`config.mk`:
```
export PLATFORM = sky130hd
export DESIGN_NAME = fetch_unit_flat
export DESIGN_NICKNAME = d
export VERILOG_FILES = /design/src/rtl/fetch_unit_if.sv /design/src/rtl/fetch_unit.sv /design/src/flat_wrapper.sv
export SDC_FILE = /design/constraint.sdc
export NUM_CORES = 1
export LEC_CHECK = 0
export BUFFER_PORTS_ARGS = -buffer_cell sky130_fd_sc_hd__buf_2
export CAP_MARGIN = 5
export CORE_MARGIN = 5
export CORE_UTILIZATION = 45
export DETAILED_ROUTE_END_ITERATION = 12
export PLACE_DENSITY_LB_ADDON = 0.25
export SKIP_CTS_REPAIR_TIMING = 1
export SYNTH_ARGS = -nofsm -noshare
export SYNTH_HDL_FRONTEND = slang
export SYNTH_SLANG_ARGS = --single-unit
```
`constraint.sdc`:
```
create_clock -name clk -period 7.2 [get_ports clk]
set_clock_uncertainty 0.15 [all_clocks]
set_input_delay 0.72 -clock clk [delete_from_list [all_inputs] [get_ports clk]]
set_output_delay 0.72 -clock clk [all_outputs]
set_load 0.1 [all_outputs]
```
`src/rtl/fetch_unit_if.sv`:
```
// Fetch-stage handshakes: imem request/response, branch redirect, decode output.
// master = fetch unit side, slave = memory/decode/branch-resolution side.
interface fetch_unit_if;
  logic        imem_req_valid;
  logic        imem_req_ready;
  logic [31:0] imem_req_addr;
  logic        imem_rsp_valid;
  logic [31:0] imem_rsp_data;
  logic        redirect_valid;
  logic [31:0] redirect_pc;
  logic        dec_valid;
  logic        dec_ready;
  logic [31:0] dec_instr;
  logic [31:0] dec_pc;
  logic [31:0] dec_pc_plus4;

  modport master (
    output imem_req_valid, imem_req_addr, dec_valid, dec_instr, dec_pc, dec_pc_plus4,
    input  imem_req_ready, imem_rsp_valid, imem_rsp_data, redirect_valid, redirect_pc, dec_ready
  );

  modport slave (
    input  imem_req_valid, imem_req_addr, dec_valid, dec_instr, dec_pc, dec_pc_plus4,
    output imem_req_ready, imem_rsp_valid, imem_rsp_data, redirect_valid, redirect_pc, dec_ready
  );
endinterface

```
`src/rtl/fetch_unit.sv`:
```
// Instruction fetch: in-order imem requests, DEPTH-entry return queue, 1-cycle response-to-decode latency;
// stalls requests when DEPTH are allocated. FETCH_BYPASS_EN adds a same-cycle empty-queue bypass.
module fetch_unit #(
  parameter logic [31:0] RESET_PC = 32'h0000_0000,
  parameter int          DEPTH    = 4
) (
  input  logic         clk,
  input  logic         reset,
  fetch_unit_if.master bus
);
  localparam int            AW       = $clog2(DEPTH);
  localparam int            PW       = AW + 1;
  localparam int            DW       = 16;
  localparam logic [PW-1:0] FULL_CNT = PW'(DEPTH);

  logic [31:0]   fetch_pc;
  logic [PW-1:0] alloc_ptr, fill_ptr, head_ptr;
  logic [PW-1:0] alloc_nxt, fill_nxt, head_nxt, head_hs, in_flight;
  logic [DW-1:0] drop_cnt, drop_nxt;
  logic          boot;
  logic [31:0]   pc_q    [DEPTH];
  logic [31:0]   instr_q [DEPTH];
  logic [31:0]   dec_instr_r, dec_pc_r;
  logic          full, req_acc, rsp_keep, rsp_drop, queued, dec_hs;

  assign full      = (alloc_ptr - head_ptr) == FULL_CNT;
  assign in_flight = alloc_ptr - fill_ptr;

  assign bus.imem_req_valid = !boot && !full;
  assign bus.imem_req_addr  = fetch_pc;

  assign req_acc  = bus.imem_req_valid && bus.imem_req_ready;
  assign rsp_drop = bus.imem_rsp_valid && (drop_cnt != '0);
  assign rsp_keep = bus.imem_rsp_valid && (drop_cnt == '0);
  assign queued   = fill_ptr != head_ptr;

`ifdef FETCH_BYPASS_EN
  logic byp;
  // An empty queue lets a kept response go straight to decode; its pc was stored at allocation.
  assign byp           = !queued && rsp_keep;
  assign bus.dec_valid = queued || byp;
  assign bus.dec_instr = byp ? bus.imem_rsp_data : dec_instr_r;
  assign bus.dec_pc    = byp ? pc_q[fill_ptr[AW-1:0]] : dec_pc_r;
`else
  assign bus.dec_valid = queued;
  assign bus.dec_instr = dec_instr_r;
  assign bus.dec_pc    = dec_pc_r;
`endif

  assign bus.dec_pc_plus4 = bus.dec_pc + 32'd4;

  assign dec_hs  = bus.dec_valid && bus.dec_ready;
  assign head_hs = head_ptr + PW'(dec_hs);

  always_comb begin
    alloc_nxt = alloc_ptr + PW'(req_acc);
    fill_nxt  = fill_ptr + PW'(rsp_keep);
    head_nxt  = head_hs;
    drop_nxt  = drop_cnt - DW'(rsp_drop);
    if (bus.redirect_valid) begin
      // Everything still owed by memory (old drops, unfilled slots, this cycle's accept) gets discarded.
      alloc_nxt = head_hs;
      fill_nxt  = head_hs;
      drop_nxt  = drop_cnt + DW'(in_flight) + DW'(req_acc) - DW'(bus.imem_rsp_valid);
    end
  end

  always_ff @(posedge clk) begin
    if (reset) begin
      fetch_pc    <= RESET_PC;
      alloc_ptr   <= '0;
      fill_ptr    <= '0;
      head_ptr    <= '0;
      drop_cnt    <= '0;
      boot        <= 1'b1;
      dec_instr_r <= '0;
      dec_pc_r    <= RESET_PC;
    end else begin
      boot      <= 1'b0;
      alloc_ptr <= alloc_nxt;
      fill_ptr  <= fill_nxt;
      head_ptr  <= head_nxt;
      drop_cnt  <= drop_nxt;
      if (bus.redirect_valid) begin
        fetch_pc <= bus.redirect_pc & 32'hFFFF_FFFC;
      end else if (req_acc) begin
        fetch_pc <= fetch_pc + 32'd4;
      end
      // Present the next head entry, forwarding a word landing in that slot this cycle.
      if (rsp_keep && (fill_ptr[AW-1:0] == head_nxt[AW-1:0])) begin
        dec_instr_r <= bus.imem_rsp_data;
      end else begin
        dec_instr_r <= instr_q[head_nxt[AW-1:0]];
      end
      dec_pc_r <= pc_q[head_nxt[AW-1:0]];
    end
  end

  always_ff @(posedge clk) begin
    if (req_acc) begin
      pc_q[alloc_ptr[AW-1:0]] <= fetch_pc;
    end
    if (rsp_keep) begin
      instr_q[fill_ptr[AW-1:0]] <= bus.imem_rsp_data;
    end
  end
endmodule
```
`src/flat_wrapper.sv`:
```
// flat-port wrapper written by rule: the top's interface ports become plain ports
module fetch_unit_flat 
#(
  parameter logic [31:0] RESET_PC = 32'h0000_0000,
  parameter int          DEPTH    = 4
)
  (clk, reset, bus_imem_req_valid, bus_imem_req_addr, bus_dec_valid, bus_dec_instr, bus_dec_pc, bus_dec_pc_plus4, bus_imem_req_ready, bus_imem_rsp_valid, bus_imem_rsp_data, bus_redirect_valid, bus_redirect_pc, bus_dec_ready);
  fetch_unit_if bus_i ();
  input  logic clk;
  input  logic reset;
  output wire logic [$bits(bus_i.imem_req_valid)-1:0] bus_imem_req_valid;
  output wire logic [$bits(bus_i.imem_req_addr)-1:0] bus_imem_req_addr;
  output wire logic [$bits(bus_i.dec_valid)-1:0] bus_dec_valid;
  output wire logic [$bits(bus_i.dec_instr)-1:0] bus_dec_instr;
  output wire logic [$bits(bus_i.dec_pc)-1:0] bus_dec_pc;
  output wire logic [$bits(bus_i.dec_pc_plus4)-1:0] bus_dec_pc_plus4;
  input wire logic [$bits(bus_i.imem_req_ready)-1:0] bus_imem_req_ready;
  input wire logic [$bits(bus_i.imem_rsp_valid)-1:0] bus_imem_rsp_valid;
  input wire logic [$bits(bus_i.imem_rsp_data)-1:0] bus_imem_rsp_data;
  input wire logic [$bits(bus_i.redirect_valid)-1:0] bus_redirect_valid;
  input wire logic [$bits(bus_i.redirect_pc)-1:0] bus_redirect_pc;
  input wire logic [$bits(bus_i.dec_ready)-1:0] bus_dec_ready;
  assign bus_imem_req_valid = bus_i.imem_req_valid;
  assign bus_imem_req_addr = bus_i.imem_req_addr;
  assign bus_dec_valid = bus_i.dec_valid;
  assign bus_dec_instr = bus_i.dec_instr;
  assign bus_dec_pc = bus_i.dec_pc;
  assign bus_dec_pc_plus4 = bus_i.dec_pc_plus4;
  assign bus_i.imem_req_ready = bus_imem_req_ready;
  assign bus_i.imem_rsp_valid = bus_imem_rsp_valid;
  assign bus_i.imem_rsp_data = bus_imem_rsp_data;
  assign bus_i.redirect_valid = bus_redirect_valid;
  assign bus_i.redirect_pc = bus_redirect_pc;
  assign bus_i.dec_ready = bus_dec_ready;
  fetch_unit #(.RESET_PC(RESET_PC), .DEPTH(DEPTH)) u_core (.clk(clk), .reset(reset), .bus(bus_i));
endmodule
```
==> results of run 1 <==
through the flow:
stage               worst slack (ns)  instances  area, um2  utilization, %  total power [mW]
floorplan                       2.61       1134      15700               -              5.49
global placement                3.31       1737      17100            49.6              6.06
detailed placement              3.27       1737      17100            49.6              6.09
CTS                             3.37       1806      18200            52.9              7.92
global route                    3.10       1806      18200            52.9              8.25
finish                          3.36       1807      18200            52.9              7.83
how the worst max path moves through the flow:
stage | from | endpoint | slack (ns)
4_1_cts | u_core.alloc_ptr[0] | u_core.drop_cnt[14] | 3.37
3_3_place_gp | bus_imem_req_ready | u_core.drop_cnt[14] | 3.31
3_5_place_dp | bus_imem_req_ready | u_core.drop_cnt[12] | 3.27
6_report | u_core.alloc_ptr[0] | u_core.drop_cnt[10] | 3.36
5_1_grt | u_core.alloc_ptr[0] | u_core.drop_cnt[14] | 3.10
2_1_floorplan | u_core.bus.dec_pc[2] | bus_dec_pc_plus4[26] | 2.61
kinds of logic after synthesis:
logic type / count (synthesis) / share of synthesized area, %
other: 1 / 0.0239
adder cells (fa/ha/maj): 50 / 4.13
buffers and inverters: 100 / 2.90
flip-flops: 366 / 62.6
AO/OA/AOI/OAI: 132 / 5.63
multiplexers: 63 / 8.97
AND/OR/NAND/NOR: 325 / 10.6
XOR/XNOR: 92 / 5.19
per-layer routing:
metal	routed length, um	GRT usage (%)
met5	28	0
met3	2090	3.74
met2	17100	30.0
met4	654	4.42
met1	15200	23.8
cell usage in the layout, fill, tap and decap left out, types with 5 or more instances in the layout:
cell type,count
buf_2,190
xnor2_1,74
nand4_1,12
a21oi_1,50
o211ai_1,5
buf_4,14
a211oi_1,34
or3_1,5
o21ai_0,9
nor2_1,59
nand2_1,108
nor3_1,12
nand3_1,24
dfxtp_1,118
and3_1,16
conb_1,6
nor2b_1,43
clkinv_2,5
and4_1,5
nor3_2,5
inv_1,43
edfxtp_1,248
a21boi_0,6
mux4_2,62
clkinv_1,6
clkbuf_1,11
nor4_1,7
ha_1,45
clkbuf_16,39
xor2_1,17
nor4_2,8
state kept, by name (all words and copies together), names as in the netlist:
name	cells
u_core.alloc_ptr	3
u_core.boot	1
u_core.bus.dec_instr	32
u_core.bus.dec_pc	30
u_core.bus.imem_req_addr	30
u_core.drop_cnt	16
u_core.fill_ptr	3
u_core.head_ptr	3
u_core.instr_q	128
u_core.pc_q	120
cell type report:
| class | instances | area [um2] |
|---|---|---|
| diodes | 1 | 2.50 |
| inverters | 44 | 165 |
| clock buffers | 54 | 1070 |
| well taps | 455 | 569 |
| flip-flops and latches | 366 | 9810 |
| fillers | 2906 | 16200 |
| clock inverters | 15 | 80.1 |
| multi-input cells | 668 | 5480 |
| repair buffers | 204 | 1060 |
report_power, final:
group	internal [mW]	switching (mW)
Clock	1.04	0.769
Combinational	1.06	2.33
Sequential	2.46	0.170
==> metrics, run 1 <==
final hold vios=0; Worst Tran Pin Value=between 0.9 and 1 ns; Min-Delay Path Depth=1; CTS H-tree lvls=2; synth top area cells=edfxtp_1 (47%), dfxtp_1 (15%), mux4_2 (8.9%); slowest stage cell, crit path=fa_1; Remaining DRCs=0; Clock Path Buffers=3; Final HPWL DP=approximately 23000 um; CP Buf/Inv Count=1; CTS tree=done; global-route wire length before repair=about 55000 um; CP top delay family=adder cells; Worst Setup Path Type=flop to flop; period utilization=53.4%; predominant post-synthesis flop cell=edfxtp_1; P_leak=6.67 nW; Core Region=between 30000 and 40000 um2; Clock Pin Slew Worst Setup and Hold Paths=~0.060 ns; synthesized netlist cell count=roughly 1100; Initial Util=between 40% and 50%; Total Wirelength=approximately 35000 um; GR Overflow Total=0; Vias/cell=between 5 and 6; clk_lat worst skew=approximately 0.52 ns; Period minus WS final=roughly 3.8 ns; critical path, cell by cell=inv_1 > ha_1 > nor2b_1 > xnor2_2 > o21ai_2 > fa_1 > fa_1 > nor2b_1 > o311ai_0 > o211ai_1 > a211oi_1 > xnor2_1 > a211oi_1; Seq/Total Area, Yosys=between 60% and 70%; Setup TNS Final=0 ns; CP startpoint kind=flop; vias in the first global route=between 9000 and 10000; overall routing resource usage=17.8%; synth cell count leaders=edfxtp_1 (248), dfxtp_1 (118), nand2_1 (108); Netlist cell types=between 60 and 70; asr flop ratio synth=0%; Max-slew headroom=a little over a third; Die Y=between 150 and 200 um; net count reported at finish=between 1000 and 1500; final setup fails=0; CP Data Required Time=between 7 and 8 ns; Final Max Tran Viols=0; peak supply drop=0.000389 V; ratio of cells with drive above 1 in the final layout=roughly a quarter; Root Buffer=clkbuf_16; Worst Path Max Fanout=8; input/output buffers=between 150 and 200; reg2reg path depth=13; pin count of the biggest net entering global routing=70; Detail Route Antenna Nets=0; Post-Syn Area=around 16000 um2; CTS sink count=between 300 and 400; class of the most critical hold timing path=primary input to flop; P&R area growth vs syn=16.3%; Yosys warnings=0; CTS buffer count=39; Critical Path End Type=flop; via count=~9600; Reg2Reg Launch Point=u_core.alloc_ptr[0]; die width=slightly below 200 um; DIE AREA=between 30000 and 40000 um2; most common cell in the synthesized netlist=edfxtp_1; WL per Instance=a little under 20 um; f_max=~260 MHz; Post-synth EDFFs=approximately 250; status=finished clean; RSZ-0062 raised after global routing=false; Boundary Pins=200; Hold Crit Start=bus_imem_rsp_data[23]; Routability Congestion=0.872; first-iteration detailed-routing DRC count=444; Yosys reg bits=approximately 370; number of max-cap violations=0; RR Endpoint=u_core.drop_cnt[10]; Yosys top cell by area=edfxtp_1; R2R setup slack=3.36 ns; syn avg cell area=about 14 um2; initial antenna violation count=3; Pre-antenna DRT Iters=5; num rows=68; CP max stage delay=about 0.53 ns; crit path DAT=4.12 ns; Hold Path End=u_core.instr_q[2][23]; pwr dens=roughly 430 nW/um2; Hold Slack=roughly 0.28 ns; CP Depth=13; area fraction of the dominant cell type after synthesis=between 40% and 50%
Power figures use the tool's default switching activity.
==> run 2: changes to the inputs <==
--- a/config.mk
+++ b/config.mk
@@ -5,6 +5,7 @@
 export SDC_FILE = /design/constraint.sdc
 export NUM_CORES = 1
 export LEC_CHECK = 0
+export ABC_AREA = 1
 export BUFFER_PORTS_ARGS = -buffer_cell sky130_fd_sc_hd__buf_2
 export CAP_MARGIN = 5
 export CORE_MARGIN = 5
==> constraint.sdc (replaced) <==
create_clock -name clk -period 3.5 [get_ports clk]
set_clock_uncertainty 0.15 [all_clocks]
set_input_delay 0.35 -clock clk [delete_from_list [all_inputs] [get_ports clk]]
set_output_delay 0.35 -clock clk [all_outputs]
set_load 0.1 [all_outputs]
==> run 2 against run 1 <==
The flow now finishes with violations (hold timing). Non-clock buffer count rose by 54. Largest power group is now sequential cells. First-iteration DRC count rose by 100%. Highest routed layer is now met4. Clock power rose by 140%. Utilization rose by 2.1 points. Clock-buffer cell count rose by 13.
==> metrics, run 2 <==
Yosys warnings=0 (unchanged); input/output buffers=191 (unchanged); Clock Pin Slew Worst Setup and Hold Paths=0.06 ns (about the same); Root Buffer=clkbuf_16; status=complete, but fails checks; Post-Syn Area=16700 um2 (+6.6%); synth cell count leaders=nor2_1 (339), nand2_1 (296), edfxtp_1 (248); R2R setup slack=0.31 ns (-3.05 ns); RSZ-0062 raised after global routing=false; Internal=8.52 mW (+87%); WL per Instance=17.3 um (-11%); CTS sink count=366 (unchanged); ratio of cells with drive above 1 in the final layout=16.7% (-9.0 points); peak supply drop=0.000345 V (-11%); clk_lat worst skew=0.54 ns (+0.02 ns); clock power share=32.3% (+9.2 points); Worst Path Max Fanout=5 (-3); P&R area growth vs syn=20.4%; net count reported at finish=2131 (+48%); Critical Path End Type=primary output; violations in the final reports=hold timing; synthesized netlist cell count=1787 (+58%); fillers=3189 (+9.7%); Yosys top cell by area=edfxtp_1; final hold vios=6 (+6); placed inst area=18400 um2 (+7.7%); max reg flops=128 (unchanged); CTS H-tree lvls=2 (unchanged); via count=13066 (+37%); RR Endpoint=u_core.drop_cnt[12]; Clock Path Buffers=3 (unchanged); Util after Layout=55.0% (+2.1 points); Worst Setup Path Type=flop to primary output; overall routing resource usage=20.2% (+2.4 points); predominant post-synthesis flop cell=edfxtp_1; Post-Layout Inst Area=20100 um2 (+10%); CP startpoint kind=flop; Total Wirelength=43400 um (+23%); Period minus WS final=~3.3 ns; Pre-antenna DRT Iters=5 (unchanged); number of max-cap violations=0 (unchanged); worst setup margin=0.204 ns (-3.15 ns); CTS tree=done; final setup fails=0 (unchanged); f_max=303 MHz; CP Data Required Time=3.00 ns (-4.48 ns); die width=203 um (+3.1%); Remaining DRCs=0 (unchanged); reg2reg path depth=18 (+5); syn avg cell area=9.36 um2 (-33%); Final HPWL DP=27600 um (+21%); Initial Util=45.7% (+0.16 points); area fraction of the dominant cell type after synthesis=44.5% (-2.9 points); global-route wire length before repair=67000 um (+23%); P_leak=8.28 nW (+24%); Die Y=203 um (+3.1%); crit path from=u_core.bus.dec_pc[2]; GR Overflow Total=0 (unchanged); Seq pwr share=38.0% (+4.4 points); Hold Slack=-0.0426 ns (-0.324 ns); Reg2Reg Launch Point=u_core.head_ptr[1]; Post-synth EDFFs=248 (unchanged); crit path DAT=2.80 ns (-1.32 ns); most frequent cells in the layout=nor2_1 (335), nand2_1 (296), edfxtp_1 (248); DIE AREA=41100 um2 (+6.3%); Yosys reg bits=366 (unchanged); CTS buffer count=41 (+5.1%); period utilization=between 90% and 100%; Seq/Total Area, Yosys=58.7% (-3.9 points); Min-Delay Path Depth=5 (+4); pwr dens=663 nW/um2 (+54%); Hold Crit Start=bus_redirect_pc[26]; Max-slew headroom=39.8% (+4.8 points); asr flop ratio synth=0% (unchanged); Boundary Pins=200 (unchanged); dpl ws=0.188 ns (-3.08 ns); Detail Route Antenna Nets=0 (unchanged); Hold Path End=u_core.bus.imem_req_addr[26]; Sw Share=36.2% (-5.6 points); class of the most critical hold timing path=primary input to flop; first-iteration detailed-routing DRC count=899 (+100%); initial antenna violation count=0 (-3); commonest non-fill, non-tap cell in the layout=nor2_1; synth top area cells=edfxtp_1 (45%), dfxtp_1 (14%), nor2_1 (7.6%); Final Max Tran Viols=0 (unchanged); vias in the first global route=12283 (+27%); Core Region=36600 um2 (+6.2%); Worst Tran Pin Value=0.902 ns (-0.0720 ns); Routability Congestion=0.880 (+0.88%); Netlist cell types=38 (-42%); Vias/cell=5.20 (-1.8%); most common cell in the synthesized netlist=nor2_1; num rows=70 (+2.9%); combinational power share=29.7% (-14 points); pin count of the biggest net entering global routing=126 (+80%); Net Sw Power=4.82 mW (+47%)
[run 2: cell count changes in the layout (fill, tap and decap cells not counted), moves of 53 or more]
cell,change
xnor2_1,-65
mux4_2,-62
nor2_1,+276
o21ai_0,+167
inv_1,+92
nand3_1,+53
nand2_1,+188
[run 2: worst max-delay path, stage by stage (launching register included)]
cell	delay (ns)
dfxtp_1	0.41
ha_1	0.24
nand3_2	0.13
nor3_4	0.30
nand3b_4	0.18
nor3_4	0.26
nand2_1	0.18
xor2_4	0.14
buf_2	0.44
[run 2: power groups by stage]
stage	Clock (mW)	Combinational [mW]	Sequential [mW]
global route	4.57	4.36	5.09
floorplan	0	2.33	5.90
finish	4.31	3.96	5.06
detailed placement	0	3.91	5.15
global placement	0	3.87	5.14
CTS	4.39	3.93	5.06
[run 2: metal layers]
layer  vias up  track usage [%]  wire length (um)
met3        58             2.83              2490
met1      6226             29.2             19800
li1       6418                -                 -
met2       364             32.3             20200
met5         -                0                 0
met4         0             5.09               852
[run 2: how the worst max path moves through the flow]
| stage | slack, ns | depth (start not counted) | end |
|---|---|---|---|
| after floorplan | -0.51 | 11 | u_core.pc_q[2][10] |
| after global placement | 0.22 | 18 | u_core.drop_cnt[12] |
| after detailed placement | 0.19 | 18 | u_core.drop_cnt[12] |
| after CTS | 0.14 | 8 | bus_dec_pc_plus4[28] |
| after global routing | 0.01 | 8 | bus_dec_pc_plus4[28] |
| final | 0.20 | 8 | bus_dec_pc_plus4[28] |
[run 2: final cells by class]
cell class              instances  area (um2)  area share, %
diodes                          1        2.50         0.0124
clock buffers                  67        1280           6.34
clock inverters                 9         106          0.528
inverters                     141         529           2.63
multi-input cells            1203        6240           31.0
flip-flops and latches        366        9810           48.7
well taps                     468         586           2.91
repair buffers                258        1590           7.88
[run 2: kinds of logic after synthesis]
group                      after synthesis  share of synthesized area [%]
adders and majority gates               50                           3.88
buffers and inverters                  223                           5.49
xor gates and xnor gates                44                           2.30
and+or+nand+nor                        779                           19.5
DFF                                    366                           58.7
AOI/OAI and AO/OA                      324                           10.1
other                                    1                         0.0224
[run 2: stage by stage]
stage | power (mW) | instances | TNS, ns
2_1_floorplan | 8.23 | 1792 | -60.88
3_3_place_gp | 9.01 | 2401 | 0
3_5_place_dp | 9.06 | 2401 | 0
4_1_cts | 13.4 | 2477 | 0
5_1_grt | 14.0 | 2512 | 0
6_report | 13.3 | 2513 | 0
==> run 3: changes to the inputs <==
--- a/config.mk
+++ b/config.mk
@@ -8,8 +8,10 @@
 export ABC_AREA = 1
 export BUFFER_PORTS_ARGS = -buffer_cell sky130_fd_sc_hd__buf_2
 export CAP_MARGIN = 5
+export CELL_PAD_IN_SITES_DETAIL_PLACEMENT = 1
+export CELL_PAD_IN_SITES_GLOBAL_PLACEMENT = 1
 export CORE_MARGIN = 5
-export CORE_UTILIZATION = 45
+export CORE_UTILIZATION = 41
 export DETAILED_ROUTE_END_ITERATION = 12
 export PLACE_DENSITY_LB_ADDON = 0.25
 export SKIP_CTS_REPAIR_TIMING = 1
==> run 3 against run 2 <==
The flow still finishes with violations (hold timing). Cell count is 2.4% higher. Power is 0.34% higher. Register-to-register slack worse by 0.04 ns. Via count is 3.4% higher. Sequential share of layout area hardly changed. Hold slack better by 0.0072 ns. Critical endpoint unchanged. Critical path depth stayed put. Clock-buffer cell count is 4 lower. Sequential cell count stayed put. Utilization is 5.4 points lower. Design area hardly changed. Combinational power is 4% higher. Critical path type unchanged.
==> metrics, run 3 (synthesis results as in run 2) <==
Worst Tran Pin Value=0.924 ns (+0.0221 ns); violations in the final reports=hold timing; input/output buffers=191 (unchanged); first-iteration detailed-routing DRC count=736 (-18%); CTS tree=done; Util after Layout=49.6% (-5.4 points); pin count of the biggest net entering global routing=87 (-31%); Remaining DRCs=0 (unchanged); RSZ-0062 raised after global routing=false; Tot Pwr=13.4 mW (+0.34%); max reg flops=128 (unchanged); overall routing resource usage=21.7% (+1.6 points); net count reported at finish=2130 (-0.047%); Antenna diodes=0 (-1); Worst Setup Path Type=flop to primary output; CP max stage delay=0.43 ns (about the same); reg2reg path depth=19 (+1); final setup fails=0 (unchanged); CTS sink count=366 (unchanged); Hold Path End=u_core.bus.imem_req_addr[24]; Worst Path Max Fanout=5 (unchanged); critical path, cell by cell=ha_1 > nand3_2 > nor3_4 > nand3b_4 > nor3_4 > nand2_1 > xor2_4 > buf_2; most frequent cells in the layout=nor2_1 (335), nand2_1 (296), edfxtp_1 (248); pwr dens=665 nW/um2 (+0.34%); period utilization=94.3% (+0.16 points); CTS buffer count=40 (-2.4%); Hold Slack=-0.0354 ns (+0.00717 ns); RR Endpoint=u_core.drop_cnt[12]; CP Data Required Time=3.00 ns (about the same); number of max-cap violations=0 (unchanged); Hold Crit Start=bus_redirect_pc[24]; global-route wire length before repair=77700 um (+16%); Routability Congestion=0.822 (-6.5%); f_max=303 MHz (-0.17%); R2R setup slack=0.27 ns (-0.04 ns); placed inst area=18500 um2 (+0.52%); Total Wirelength=50000 um (+15%); via count=13509 (+3.4%); peak supply drop=0.000441 V (+28%); WL per Instance=19.4 um (+13%); P_leak=8.24 nW (-0.45%); Reg2Reg Launch Point=u_core.head_ptr[1]; class of the most critical hold timing path=primary input to flop; Critical Path End Type=primary output; DIE AREA=44900 um2 (+9.3%); most used cell along the critical path=nor3_4; final hold vios=4 (-2); Clock Path Buffers=3 (unchanged); vias in the first global route=14173 (+15%); Clock Pin Slew Worst Setup and Hold Paths=0.06 ns (about the same); crit path DAT=2.80 ns (about the same); Core Region=40600 um2 (+11%); Max-slew headroom=38.4% (-1.5 points); initial antenna violation count=0 (unchanged); clk_lat worst skew=0.54 ns (about the same); Die Y=212 um (+4.5%); Boundary Pins=200 (unchanged); ratio of cells with drive above 1 in the final layout=16.7% (-0.082 points); CTS H-tree lvls=2 (unchanged); Final HPWL DP=32500 um (+18%); Final Max Tran Viols=0 (unchanged); Vias/cell=5.25 (+0.94%); Min-Delay Path Depth=5 (unchanged); P&R area growth vs syn=20.4% (about the same); Pre-antenna DRT Iters=5 (unchanged); Detail Route Antenna Nets=0 (unchanged); Initial Util=41.2% (-4.4 points); Period minus WS final=3.30 ns (+0.00571 ns); num rows=74 (+5.7%); commonest non-fill, non-tap cell in the layout=nor2_1; CP startpoint kind=flop; Root Buffer=clkbuf_16; slowest stage cell, crit path=buf_2; die width=212 um (+4.5%); GR Overflow Total=0 (unchanged); Post-Layout Inst Area=20100 um2 (about the same); status=complete, but fails checks
run 3: how the worst max path moves through the flow:
stage	slack, ns	startpoint	endpoint
floorplan	-0.51	u_core.head_ptr[1]	u_core.pc_q[2][10]
global placement	0.39	u_core.head_ptr[1]	u_core.drop_cnt[12]
detailed placement	0.26	u_core.alloc_ptr[0]	u_core.drop_cnt[12]
CTS	0.13	u_core.bus.dec_pc[2]	bus_dec_pc_plus4[28]
global route	0.005	u_core.head_ptr[1]	u_core.drop_cnt[12]
finish	0.20	u_core.bus.dec_pc[2]	bus_dec_pc_plus4[28]
run 3: area by class of cell:
cell class	instances	area (um2)
clock buffer	63	1170
clock inverter	11	141
fill	4632	20400
inverter	141	529
multi-input combinational	1203	6240
sequential	366	9810
tap	532	666
timing repair buffer	258	1580
run 3: metrics by stage:
step	cells	TNS (ns)	setup WS (ns)	hold WS, ns
after detailed placement	2467	0	0.264	0.360
final	2574	0	0.199	-0.0354
after CTS	2541	0	0.128	-0.129
after global routing	2574	0	0.00475	0.00142
after floorplan	1792	-60.88	-0.506	0.228
after global placement	2467	0	0.393	0.363
run 3: power by group:
part	internal, mW	switching, mW
Combinational	1.04	3.06
Clock	2.52	1.69
Sequential	4.85	0.220
run 3: critical path: cells and delay by family, from the launching register on:
kind / cells / cell delay, ns
AND/OR/NAND/NOR: 5 / 1.04
XOR/XNOR: 1 / 0.15
adder cells (fa/ha/maj): 1 / 0.26
flip-flops: 1 / 0.41
buffers and inverters: 1 / 0.43
run 3: per-layer routing:
layer | track usage, % | part of all wire, % | wire length (um)
met4 | 5.86 | 2.3 | 1160
met3 | 2.76 | 4.3 | 2150
met5 | 0 | 0 | 0
met1 | 30.0 | 45 | 22500
met2 | 36.4 | 48 | 24200
